## src/rtl/alu_op_sequencer.sv

```systemverilog
// alu_op_sequencer: decodes one instruction per handshake and steers the ALU result mux through decode/execute/writeback
module alu_op_sequencer #(
  parameter int WIDTH       = 8,
  parameter int EXEC_CYCLES = 1
) (
  input  logic             clk,
  input  logic             rst,
  input  logic             instr_valid,
  output logic             instr_ready,
  input  logic [7:0]       instr,
  input  logic [WIDTH-1:0] alu_out,
  output logic [2:0]       select,
  output logic [1:0]       src_a,
  output logic [1:0]       src_b,
  output logic             wr_en,
  output logic [1:0]       wr_addr,
  output logic [WIDTH-1:0] wr_data,
  output logic             cmp_flag,
  output logic             done,
  output logic             illegal,
  output logic             busy
);
  typedef enum logic [1:0] {IDLE, DECODE, EXEC, WB} state_t;
  state_t state_q, state_d;
  logic [7:0] instr_q, instr_d;
  logic [3:0] cnt_q, cnt_d;
  logic [WIDTH-1:0] wr_data_q, wr_data_d;
  logic cmp_flag_q, cmp_flag_d;
  logic illegal_q, illegal_d;
  logic [2:0] op;
  logic last;
  assign op   = instr_q[7:5];
  assign last = cnt_q == 4'(EXEC_CYCLES - 1);
  always_comb begin
    state_d    = state_q;
    instr_d    = instr_q;
    cnt_d      = cnt_q;
    wr_data_d  = wr_data_q;
    cmp_flag_d = cmp_flag_q;
    illegal_d  = 1'b0;
    case (state_q)
      IDLE: if (instr_valid) begin
        instr_d = instr;
        state_d = DECODE;
      end
      DECODE: begin
        illegal_d = op >= 3'd6;
        state_d   = op >= 3'd6 ? IDLE : EXEC;
      end
      EXEC: if (last) begin
        wr_data_d  = alu_out;
        cmp_flag_d = op == 3'd5 ? alu_out[0] : cmp_flag_q;
        cnt_d      = 4'd0;
        state_d    = WB;
      end else begin
        cnt_d = cnt_q + 4'd1;
      end
      default: state_d = IDLE;
    endcase
  end
  always_ff @(posedge clk) begin
    if (rst) begin
      state_q    <= IDLE;
      instr_q    <= 8'd0;
      cnt_q      <= 4'd0;
      wr_data_q  <= '0;
      cmp_flag_q <= 1'b0;
      illegal_q  <= 1'b0;
    end else begin
      state_q    <= state_d;
      instr_q    <= instr_d;
      cnt_q      <= cnt_d;
      wr_data_q  <= wr_data_d;
      cmp_flag_q <= cmp_flag_d;
      illegal_q  <= illegal_d;
    end
  end
  // select is parked at 7 outside EXEC so the mux only re-evaluates for real ops
  assign select      = state_q == EXEC ? op : 3'b111;
  assign instr_ready = state_q == IDLE;
  assign busy        = state_q != IDLE;
  assign src_a       = instr_q[3:2];
  assign src_b       = instr_q[1:0];
  assign wr_addr     = instr_q[3:2];
  assign done        = state_q == WB;
  assign wr_en       = state_q == WB && op != 3'd5;
  assign wr_data     = wr_data_q;
  assign cmp_flag    = cmp_flag_q;
  assign illegal     = illegal_q;
endmodule
```

## config.mk

```make
export PLATFORM = sky130hd
export DESIGN_NAME = alu_op_sequencer
export DESIGN_NICKNAME = d
export VERILOG_FILES = /design/src/rtl/alu_op_sequencer.sv
export SDC_FILE = /design/constraint.sdc
export NUM_CORES = 1
export LEC_CHECK = 0
export ABC_AREA = 1
export BUFFER_PORTS_ARGS = -buffer_cell sky130_fd_sc_hd__buf_2
export CORE_UTILIZATION = 30
export DETAILED_ROUTE_END_ITERATION = 12
export SYNTH_ARGS = -nofsm -noshare
export SYNTH_HDL_FRONTEND = slang
export SYNTH_SLANG_ARGS = --single-unit
```

## constraint.sdc

```tcl
create_clock -name clk -period 1.5 [get_ports clk]
set_clock_uncertainty 0.15 [all_clocks]
set_input_delay 0.3 -clock clk [delete_from_list [all_inputs] [get_ports clk]]
set_output_delay 0.3 -clock clk [all_outputs]
set_load 0.005 [all_outputs]
```

* Yosys cells after proc, flatten, opt, wreduce, memory -nomap -nowiden
Index checks and enable logic that the tools add are counted.
Cells by class: add/sub/neg operators 1, magnitude comparators 1, equal/unequal tests 7, mux-type cells 6, bitwise operators 1, reductions and logical operators 9
Operator list (count):
- 2-bit 2-to-1 mux | 3
- 2-bit case mux with 3 select lines | 1
- 2-bit AND reduction | 3
- 4-bit by 1-bit adder with 4-bit output (second input constant) | 1
- 2-bit == test (second input constant) | 2
- 4-bit zero test | 1
- 4-bit 2-to-1 mux | 1
- 2-bit != test (second input constant) | 2
- 3-bit == test (second input constant) | 1
- 3-bit greater-or-equal comparator (second input constant) | 1
- 3-bit 2-to-1 mux | 1
- 3-bit != test (second input constant) | 1
- 3-bit AND reduction | 1
- 2-bit by 1-bit == test with 1-bit output (second input constant) | 1
- 2-bit zero test | 1
- 2-bit nonzero test | 1
- 2-bit OR reduction | 1
- 1-bit logical AND | 1
- 1-bit NOT | 1
Storage, ports and cells: flip-flop bits (word level) 24, input port bits 19, output and inout bits 23, logic and storage cells 31

* Longest topological paths before layout
Gate-level depths: netlist of the first run.
word-level depth 3, mapped depth 7, depth with buffers taken out 7

* Worst setup path before layout of the first run
OpenSTA, ideal clock, no wires.
kind reg2out, start register state_q[0], end output port select[2], data arrival time 798 ps, data required time 1050 ps, path slack 252 ps, stages on the path, launching flop included 4, buffers on the path 0, cells stage by stage dfxtp_1 > inv_1 > nand2_1 > or2_2
On the way: cells in the longest elaborated chain, start to end 2
Ends and longest elaborated chain:
- from (decl) | RTL line 24 | state_t state_q, state_d;
- from (signal assigned) | RTL line 70 | state_q <= state_d;
- 2-bit == test | RTL line 79 | assign select = state_q == EXEC ? op : 3'b111;
- 3-bit 2-to-1 mux | RTL line 79
- to (decl) | RTL line 12 | output logic [2:0] select,
Every way passes these cells.

* Worst setup path in the final report of the first run
Same ends and word-level chain as after synthesis.

==> results of run 1 <==
## kinds of logic after synthesis
group           Yosys count  share of synthesized area
compound gates           24                      0.123
xor+xnor                  1                    0.00894
fa+ha+maj                 2                     0.0255
buf+inv                  21                      0.103
flops                    23                      0.470
simple gates             61                      0.269
## metrics by stage
stage               cell area [µm²]  power (mW)   util  hold WS [ns]
floorplan                       980       0.883      -         0.219
global placement               1200       0.970  0.390         0.309
detailed placement             1200       0.977  0.390         0.317
CTS                            1290        1.30  0.420        0.0465
global route                   1310        1.39  0.426        0.0607
finish                         1310        1.29  0.426        0.0581
## worst max-delay path by stage
stage,endpoint,startpoint,cells past startpoint,slack [ns]
2_1_floorplan,select[2],state_q[0]$_SDFFE_PP0P_,3,0.25
3_3_place_gp,select[2],state_q[0]$_SDFFE_PP0P_,4,0.16
3_5_place_dp,select[2],state_q[0]$_SDFFE_PP0P_,4,0.15
4_1_cts,select[2],state_q[0]$_SDFFE_PP0P_,4,-0.09
5_1_grt,select[2],state_q[0]$_SDFFE_PP0P_,4,-0.14
6_report,select[2],state_q[0]$_SDFFE_PP0P_,4,-0.08
## power by group
part | switching (mW) | internal [mW] | leakage [nW]
clock | 0.184 | 0.104 | 0.0150
combinational | 0.154 | 0.146 | 0.431
sequential | 0.0394 | 0.668 | 0.190
total | 0.377 | 0.918 | 0.636
## cell type report
cell class | instances | area share
Timing Repair Buffer | 49 | 0.209
Sequential cell | 23 | 0.357
Clock buffer | 4 | 0.0200
Multi-Input combinational cell | 88 | 0.330
Inverter | 14 | 0.0419
Tap cell | 44 | 0.0419
## metal layers
layer	global-route usage	up-vias
li1	-	501
met1	0.158	416
met4	0.0816	0
met2	0.229	29
met3	0.0349	4
met5	0	-
## what timing repair did
action	4_1_cts	5_1_grt
cloned	0	0
pin swaps	3	0
resized for setup	11	3
hold endpoints to repair	0	0
buffers inserted	5	2
endpoints found under the setup margin	7	8
## layout by cell type (no fill, tap or decap)
cell type	instances
buf_2	39
nor2_1	35
dfxtp_1	20
o21ai_0	17
nand2_1	14
inv_1	11
buf_4	9
a21oi_1	6
nand2_2	3
clkbuf_4	3
inv_2	2
nor2_4	2
nand3_1	2
ha_1	2
dfxtp_4	2
or2_4	1
nand3_4	1
inv_4	1
nand4_1	1
nor4_1	1
o21ai_1	1
nor3_1	1
xor2_1	1
clkbuf_1	1
buf_6	1
dfxtp_2	1
## sequential cells by signal, indices dropped and copies added, names as in the netlist
name / flops
wr_data: 8
instr_q: 7
cnt_q: 4
state_q: 2
cmp_flag: 1
illegal: 1
==> metrics.md, run 1 <==
| Metric | Value |
|---|---|
| Minimum setup slack in the final design | `-0.0835 ns` |
| Power Dens Cells | `987 nW/µm²` |
| Initial antenna violation count | `0` |
| Worst slew margin relative to its limit | `0.817` |
| Seq. cell area | `469 µm²` |
| DRT met1 WL | `1000 µm` |
| Setup repair after global routing missed its margin | `yes` |
| Worst slack after detailed placement | `0.151 ns` |
| Most common library cells after synthesis | `nor2_1, dfxtp_1, o21ai_0` |
| Site row count | `20` |
| Library cells used by synthesis | `19` |
| Die area | `3500 µm²` |
| Top Layer Used | `met4` |
| Library cell with the highest instance count after synthesis | `nor2_1` |
| Clock buffer depth | `2` |
| Worst Hold Class | `in -> reg` |
| Gate count after technology mapping | `132` |
| Status | `complete, but fails checks` |
| Net count reported at finish | `200` |
| Terminating pin of the worst hold path | `state_q[0]$_SDFFE_PP0P_` |
| WL met3 | `108 µm` |
| Final weighted congestion of routability-driven global placement | `0.704` |
| Yosys reg bits | `23` |
| Finish-stage setup viols | `5` |
| Endpoint required time on the critical path | `1.05 ns` |
| Share of final-layout standard cells stronger than drive strength 1 | `0.365` |
| Number of global-route vias before repair | `815` |
| Filler instances | `324` |
| EDFF count, synth | `0` |
| Worst voltage drop across the vdd grid | `0.339 mV` |
| Clock-pin slew on the worst setup and hold paths | `0.12 ns` |
| GRT Residual Overflow | `0` |
| Starting density of the core | `0.318` |
| TritonCTS clock tree | `done` |
| Number of standard cells in the layout, taps in and fillers out | `222` |
| Area fraction of the dominant cell type after synthesis | `0.470` |
| Total nets after synthesis | `153` |
| Area occupied by multi-input gates | `433 µm²` |
| Number of max-capacitance violations reported | `0` |
| Leading post-synthesis cells by cell area | `dfxtp_1, nor2_1, o21ai_0` |
| Count of input and output buffers | `40` |
| Reg-to-reg setup timing slack | `0.12 ns` |
| Met2 WL post-DR | `1060 µm` |
| I/O pin count | `42` |
| Max frequency | `0.632 GHz` |
| Critical-path cell with the highest stage delay | `dfxtp_4` |
| Placeable core region | `3080 µm²` |
| Count of TritonRoute iterations in the first routing pass | `4` |
| Die extent in x | `59.1 µm` |
| Global-route wire length before repair | `3490 µm` |
| Final HPWL from detailed placement | `1590 µm` |
| Part of the cycle the worst path needs | `1.06` |
| Data arrival time of the worst path | `1.13 ns` |
| Most used flip-flop cell after synthesis | `dfxtp_1` |
| CP max FO | `4` |
| Cells on Worst Hold Path | `2` |
| FFs w/ async S/R, synth | `0` |
| Share of the yosys chip area belonging to registers | `0.470` |
| CTS hold repair buffers | `0` |
| Total wire length | `2200 µm` |
| Antenna Cells | `0` |
| All-Layer GR Usage | `0.137` |
| Detailed-route vias per instance | `4.28` |
| Actual transition at the worst max-transition pin | `0.273 ns` |
| Synthesized area | `980 µm²` |
| Syn. warnings | `0` |
| Leakage dissipation | `0.636 nW` |
| Dominant cell type by area after synthesis | `dfxtp_1` |
| Final hold violation count | `0` |
| Routed via count | `950` |
| Clock latency on the worst-skew pair | `0.31 ns` |
| DRC viols | `0` |
| Pin count of the biggest net entering global routing | `19` |
| Remaining number of nets flagged by the antenna check after routing | `0` |
| Critical setup path kind | `reg -> out` |
| Worst path max stage delay | `0.38 ns` |
| Count of pins over their slew limit | `0` |
| Number of DRC markers in iteration 0 | `46` |
| Layout Area Growth over Synthesis | `34.0%` |
| Reg2reg end | `wr_data[4]$_SDFFE_PP0P_` |
| Vertical die dimension | `59.1 µm` |
| Number of H-tree branching levels | `1` |
| Kind of end point of the critical path | `output port` |
| Mean Syn Cell Area | `7.42 µm²` |
| Worst R2R Start | `state_q[0]$_SDFFE_PP0P_` |
| Kind of cell with the highest combined delay on the critical path | `flip-flops` |
| Violated checks | `setup timing` |
| Setup TNS | `-0.211 ns` |
| Number of clock sinks | `23` |
| Clock period minus final worst setup slack | `1.58 ns` |
| Number of buffers created by CTS | `3` |
| Hold Crit Start | `rst` |
| WL per Instance | `9.93 µm` |
| Clock tree root driver cell | `clkbuf_4` |
| Number of buffer and inverter stages on the critical path | `2` |
| Nature of the critical path startpoint | `flip-flop` |
| Count of placed standard cells including taps | `211` |
| Worst path cell trace | `inv_2 -> nand2_2 -> or2_4 -> buf_6` |
| Depth of the worst register-to-register path | `6` |
Power figures use the tool's default switching activity.
==> run 2: changes to the inputs <==
--- a/config.mk
+++ b/config.mk
@@ -7,8 +7,11 @@
 export LEC_CHECK = 0
 export ABC_AREA = 1
 export BUFFER_PORTS_ARGS = -buffer_cell sky130_fd_sc_hd__buf_2
+export CORE_MARGIN = 2
 export CORE_UTILIZATION = 30
+export CTS_CLUSTER_SIZE = 40
 export DETAILED_ROUTE_END_ITERATION = 12
+export SKIP_CTS_REPAIR_TIMING = 1
 export SYNTH_ARGS = -nofsm -noshare
 export SYNTH_HDL_FRONTEND = slang
 export SYNTH_SLANG_ARGS = --single-unit
==> metrics.md, run 2 (synthesized netlist as in run 1, its figures left out) <==
| Metric | Value |
|---|---|
| Reg2reg end | `instr_q[7]$_SDFFE_PP0P_ (was wr_data[4]$_SDFFE_PP0P_)` |
| Worst slew margin relative to its limit | `0.703 (was 0.817)` |
| Hold Crit Start | `rst (unchanged)` |
| Actual transition at the worst max-transition pin | `0.446 ns (was 0.273 ns)` |
| Seq. cell area | `467 µm² (was 469 µm²)` |
| Clock buffer depth | `2 (unchanged)` |
| Detailed-route vias per instance | `4.38 (was 4.28)` |
| Count of pins over their slew limit | `0 (unchanged)` |
| Finish-stage setup viols | `7 (was 5)` |
| Clock latency on the worst-skew pair | `0.31 ns (about the same)` |
| Terminating pin of the worst hold path | `state_q[1]$_SDFFE_PP0P_ (was state_q[0]$_SDFFE_PP0P_)` |
| WL met3 | `147 µm (was 108 µm)` |
| Reg-to-reg setup timing slack | `0.11 ns (was 0.12 ns)` |
| Met2 WL post-DR | `1050 µm (was 1060 µm)` |
| I/O pin count | `42 (unchanged)` |
| Worst R2R Start | `state_q[1]$_SDFFE_PP0P_ (was state_q[0]$_SDFFE_PP0P_)` |
| Part of the cycle the worst path needs | `1.05 (was 1.06)` |
| Cells on Worst Hold Path | `2 (unchanged)` |
| Net count reported at finish | `200 (unchanged)` |
| GRT Residual Overflow | `0 (unchanged)` |
| Status | `complete, but fails checks (unchanged)` |
| Top Layer Used | `met4 (unchanged)` |
| All-Layer GR Usage | `0.120 (was 0.137)` |
| Most common cell after layout, fill and taps aside | `buf_2 (unchanged)` |
| Clock period minus final worst setup slack | `1.57 ns (was 1.58 ns)` |
| Final weighted congestion of routability-driven global placement | `0.717 (was 0.704)` |
| Count of TritonRoute iterations in the first routing pass | `4 (unchanged)` |
| Power Dens Cells | `993 nW/µm² (was 987 nW/µm²)` |
| Number of standard cells in the layout, taps in and fillers out | `222 (unchanged)` |
| Site row count | `20 (unchanged)` |
| Max frequency | `0.637 GHz (was 0.632 GHz)` |
| Most frequent cells in the layout | `buf_2, nor2_1, dfxtp_1, o21ai_0, nand2_1 (unchanged)` |
| Pin count of the biggest net entering global routing | `19 (unchanged)` |
| Worst Hold Class | `in -> reg (unchanged)` |
| Flip-flop count of the largest register, all copies and words added | `8 (unchanged)` |
| Count of placed standard cells including taps | `211 (unchanged)` |
| Area occupied by multi-input gates | `440 µm² (was 433 µm²)` |
| Worst slack after detailed placement | `0.132 ns (was 0.151 ns)` |
| Number of DRC markers in iteration 0 | `42 (was 46)` |
| Data arrival time of the worst path | `1.12 ns (was 1.13 ns)` |
| Count of input and output buffers | `40 (unchanged)` |
| Number of clock sinks | `23 (unchanged)` |
| Die extent in x | `61.1 µm (was 59.1 µm)` |
| WL per Instance | `9.98 µm (was 9.93 µm)` |
| Routed via count | `973 (was 950)` |
| Violated checks | `setup timing (unchanged)` |
| Number of H-tree branching levels | `1 (unchanged)` |
| Initial antenna violation count | `0 (unchanged)` |
| Number of global-route vias before repair | `823 (was 815)` |
| Filler instances | `325 (was 324)` |
| Die area | `3740 µm² (was 3500 µm²)` |
| Setup repair after global routing missed its margin | `yes (unchanged)` |
| Final hold violation count | `0 (unchanged)` |
| Placeable core region | `3080 µm² (unchanged)` |
| Critical setup path kind | `reg -> out (unchanged)` |
| DRC viols | `0 (unchanged)` |
| Antenna Cells | `0 (unchanged)` |
| Number of max-capacitance violations reported | `0 (unchanged)` |
| Global-route wire length before repair | `3380 µm (was 3490 µm)` |
| Final HPWL from detailed placement | `1620 µm (was 1590 µm)` |
| Layout Area Growth over Synthesis | `35.0% (was 34.0%)` |
| Non-Filler Cell Area, Final | `1320 µm² (was 1310 µm²)` |
| Depth of the worst register-to-register path | `7 (was 6)` |
| Clock tree root driver cell | `clkbuf_4 (unchanged)` |
| Worst voltage drop across the vdd grid | `0.514 mV (was 0.339 mV)` |
| Nature of the critical path startpoint | `flip-flop (unchanged)` |
| Cell area after placement | `1200 µm² (unchanged)` |
| Kind of end point of the critical path | `output port (unchanged)` |
| Endpoint required time on the critical path | `1.05 ns (about the same)` |
| CP max FO | `4 (unchanged)` |
| DRT met1 WL | `999 µm (was 1000 µm)` |
| Starting density of the core | `0.318 (unchanged)` |
| Number of buffers created by CTS | `3 (unchanged)` |
| Vertical die dimension | `61.1 µm (was 59.1 µm)` |
| Total wire length | `2220 µm (was 2200 µm)` |
| Share of final-layout standard cells stronger than drive strength 1 | `0.382 (was 0.365)` |
| Leakage dissipation | `0.640 nW (was 0.636 nW)` |
| Remaining number of nets flagged by the antenna check after routing | `0 (unchanged)` |
| TritonCTS clock tree | `done (unchanged)` |
| Minimum setup slack in the final design | `-0.0694 ns (was -0.0835 ns)` |
| Clock-pin slew on the worst setup and hold paths | `0.13 ns (was 0.12 ns)` |
## run 2: stage by stage
stage	hold WS (ns)	TNS [ns]	util	total power, mW
after floorplan	0.219	0	-	0.883
after global placement	0.310	0	0.390	0.973
after detailed placement	0.316	0	0.390	0.981
after CTS	0.0651	-1.02	0.399	1.27
after global routing	0.0520	-0.709	0.430	1.40
final	0.0577	-0.262	0.430	1.31
## run 2: final cells by class
type,count,share of cell area
Clock buffer,3,0.0170
Clock inverter,1,0.00378
Inverter,14,0.0416
Multi-Input combinational cell,88,0.333
Sequential cell,23,0.353
Tap cell,44,0.0416
Timing Repair Buffer,49,0.210
## run 2: power by group
part / internal [mW] / total (mW) / leakage, nW / switching [mW]
clock network: 0.0996 / 0.289 / 0.0177 / 0.189
registers: 0.668 / 0.704 / 0.190 / 0.0359
logic: 0.157 / 0.321 / 0.433 / 0.164
total: 0.924 / 1.31 / 0.640 / 0.390
## run 2: metal layers
metal  global-route usage  up-vias
met5                    0        -
met4               0.0280        0
met3               0.0483        2
met2                0.214       30
met1                0.133      435
li1                     -      506
## run 2: worst max-delay path by stage
| stage | startpoint | end | slack, ns |
|---|---|---|---|
| 3_3_place_gp | state_q[0]$_SDFFE_PP0P_ | wr_data[2]$_SDFFE_PP0P_ | 0.16 |
| 6_report | state_q[0]$_SDFFE_PP0P_ | select[2] | -0.07 |
| 4_1_cts | state_q[1]$_SDFFE_PP0P_ | select[2] | -0.20 |
| 2_1_floorplan | state_q[0]$_SDFFE_PP0P_ | select[2] | 0.25 |
| 3_5_place_dp | state_q[0]$_SDFFE_PP0P_ | wr_data[5]$_SDFFE_PP0P_ | 0.13 |
| 5_1_grt | state_q[0]$_SDFFE_PP0P_ | select[2] | -0.12 |
## run 2: critical path, cell delays in order (launching register included)
cell	delay [ns]
dfxtp_2	0.36
inv_2	0.06
nand2_2	0.05
or2_4	0.22
buf_6	0.11
==> run 3: changes to the inputs <==
--- a/config.mk
+++ b/config.mk
@@ -8,7 +8,7 @@
 export ABC_AREA = 1
 export BUFFER_PORTS_ARGS = -buffer_cell sky130_fd_sc_hd__buf_2
 export CORE_MARGIN = 2
-export CORE_UTILIZATION = 30
+export CORE_UTILIZATION = 36
 export CTS_CLUSTER_SIZE = 40
 export DETAILED_ROUTE_END_ITERATION = 12
 export SKIP_CTS_REPAIR_TIMING = 1
==> metrics.md, run 3 (synthesized netlist as in run 1, its figures left out) <==
| Metric | Value |
|---|---|
| Status | `complete, but fails checks (unchanged)` |
| Violated checks | `setup timing (unchanged)` |
| Count of TritonRoute iterations in the first routing pass | `4 (unchanged)` |
| Busiest layer in global routing | `met2 (unchanged)` |
| Leakage dissipation | `0.630 nW (was 0.640 nW)` |
| Power Dens Cells | `1010 nW/µm² (was 993 nW/µm²)` |
| Clock buffer depth | `2 (unchanged)` |
| Final weighted congestion of routability-driven global placement | `0.769 (was 0.717)` |
| Number of DRC markers in iteration 0 | `23 (was 42)` |
| Grt met2 use | `0.230 (was 0.214)` |
| Worst setup path startpoint | `state_q[0]$_SDFFE_PP0P_ (unchanged)` |
| Count of placed standard cells including taps | `196 (was 211)` |
| Number of buffers created by CTS | `3 (unchanged)` |
| Data arrival time of the worst path | `1.15 ns (was 1.12 ns)` |
| Worst R2R Start | `state_q[0]$_SDFFE_PP0P_ (was state_q[1]$_SDFFE_PP0P_)` |
| Depth of the worst register-to-register path | `7 (unchanged)` |
| Met1 Resource Use GR | `0.162 (was 0.133)` |
| Reg2reg end | `wr_data[7]$_SDFFE_PP0P_ (was instr_q[7]$_SDFFE_PP0P_)` |
| Worst voltage drop across the vdd grid | `0.485 mV (was 0.514 mV)` |
| Met3 global-route usage | `0.0349 (was 0.0483)` |
| Post-route total power | `1.28 mW (was 1.31 mW)` |
| Global-route wire length before repair | `3420 µm (was 3380 µm)` |
| GRT Residual Overflow | `0 (unchanged)` |
| All-Layer GR Usage | `0.138 (was 0.120)` |
| Worst slew margin relative to its limit | `0.705 (was 0.703)` |
| WL per Instance | `10.5 µm (was 9.98 µm)` |
| Number of H-tree branching levels | `1 (unchanged)` |
| Hold slack | `0.0731 ns (was 0.0577 ns)` |
| Worst Setup EP | `select[2] (unchanged)` |
| Die area | `3150 µm² (was 3740 µm²)` |
| Minimum setup slack in the final design | `-0.0962 ns (was -0.0694 ns)` |
| Number of max-capacitance violations reported | `0 (unchanged)` |
| Part of the cycle the worst path needs | `1.06 (was 1.05)` |
| Final HPWL from detailed placement | `1620 µm (about the same)` |
| Most common cell after layout, fill and taps aside | `buf_2 (unchanged)` |
| I/O pin count | `42 (unchanged)` |
| Starting density of the core | `0.388 (was 0.318)` |
| Placeable core region | `2520 µm² (was 3080 µm²)` |
| CP max FO | `6 (was 4)` |
| Flip-flop count of the largest register, all copies and words added | `8 (unchanged)` |
| Worst Hold Class | `in -> reg (unchanged)` |
| Routed via count | `917 (was 973)` |
| Clock tree root driver cell | `clkbuf_4 (unchanged)` |
| Number of global-route vias before repair | `814 (was 823)` |
| Reg-to-reg setup timing slack | `0.09 ns (was 0.11 ns)` |
| Actual transition at the worst max-transition pin | `0.443 ns (was 0.446 ns)` |
| Pin count of the biggest net entering global routing | `19 (unchanged)` |
| Vertical die dimension | `56.2 µm (was 61.1 µm)` |
| Initial antenna violation count | `0 (unchanged)` |
| Kind of end point of the critical path | `output port (unchanged)` |
| Endpoint required time on the critical path | `1.05 ns (about the same)` |
| Number of standard cells in the layout, taps in and fillers out | `204 (was 222)` |
| Most frequent cells in the layout | `buf_2, nor2_1, dfxtp_1, o21ai_0, nand2_1 (unchanged)` |
| Clock latency on the worst-skew pair | `0.31 ns (about the same)` |
| Net count reported at finish | `196 (was 200)` |
| Finish-stage setup viols | `4 (was 7)` |
| Die extent in x | `56.2 µm (was 61.1 µm)` |
| Remaining number of nets flagged by the antenna check after routing | `0 (unchanged)` |
| Hold Crit Start | `rst (unchanged)` |
| Setup repair after global routing missed its margin | `yes (unchanged)` |
| Clock-pin slew on the worst setup and hold paths | `0.13 ns (about the same)` |
| Max frequency | `0.626 GHz (was 0.637 GHz)` |
| DRC viols | `0 (unchanged)` |
| Share of final-layout standard cells stronger than drive strength 1 | `0.362 (was 0.382)` |
| Nature of the critical path startpoint | `flip-flop (unchanged)` |
| Clock period minus final worst setup slack | `1.60 ns (was 1.57 ns)` |
| Site row count | `18 (was 20)` |
| Count of pins over their slew limit | `0 (unchanged)` |
| Antenna Cells | `0 (unchanged)` |
| Detailed-route vias per instance | `4.50 (was 4.38)` |
| Worst slack after detailed placement | `0.114 ns (was 0.132 ns)` |
| TritonCTS clock tree | `done (unchanged)` |
| Layout Area Growth over Synthesis | `29.9% (was 35.0%)` |
| Final design utilization | `0.504 (was 0.430)` |
| Critical setup path kind | `reg -> out (unchanged)` |
| Number of clock sinks | `23 (unchanged)` |
| Count of input and output buffers | `40 (unchanged)` |
| Final hold violation count | `0 (unchanged)` |
| Total wire length | `2140 µm (was 2220 µm)` |
[run 3: metal layers]
metal | share of wire | wire, µm
met5 | 0 | 0
met1 | 0.45 | 960
met3 | 0.064 | 137
met2 | 0.48 | 1020
met4 | 0.0089 | 19
[run 3: cell type report]
class,instances,area (µm²)
multi-input cells,88,438
flip-flops and latches,23,470
clock inverters,1,5.00
inverters,14,55.1
fillers,276,1250
repair buffers,45,244
clock buffers,3,22.5
well taps,30,37.5
[run 3: where the power goes]
group          switching [mW]  internal (mW)
combinational           0.154          0.135
clock                   0.186         0.0995
sequential             0.0409          0.668
[run 3: worst min-delay path by stage]
stage | to | slack, ns | cells after the start
CTS | cnt_q[2]$_SDFFE_PP0P_ | 0.07 | 2
floorplan | cnt_q[2]$_SDFFE_PP0P_ | 0.22 | 1
global route | state_q[0]$_SDFFE_PP0P_ | 0.06 | 2
finish | state_q[0]$_SDFFE_PP0P_ | 0.07 | 2
detailed placement | wr_data[2]$_SDFFE_PP0P_ | 0.32 | 2
global placement | cmp_flag$_SDFFE_PP0P_ | 0.31 | 2
[run 3: metrics by stage]
stage,setup TNS [ns],instance area [µm²]
6_report,-0.281,1270
3_5_place_dp,0,1180
5_1_grt,-0.617,1270
3_3_place_gp,0,1180
4_1_cts,-0.927,1200
2_1_floorplan,0,980
[run 3: worst max-delay path: stages (launching register included)]
cell and delay (ns):
dfxtp_4 0.39, inv_2 0.06, nand2_2 0.05, or2_4 0.22, buf_6 0.11
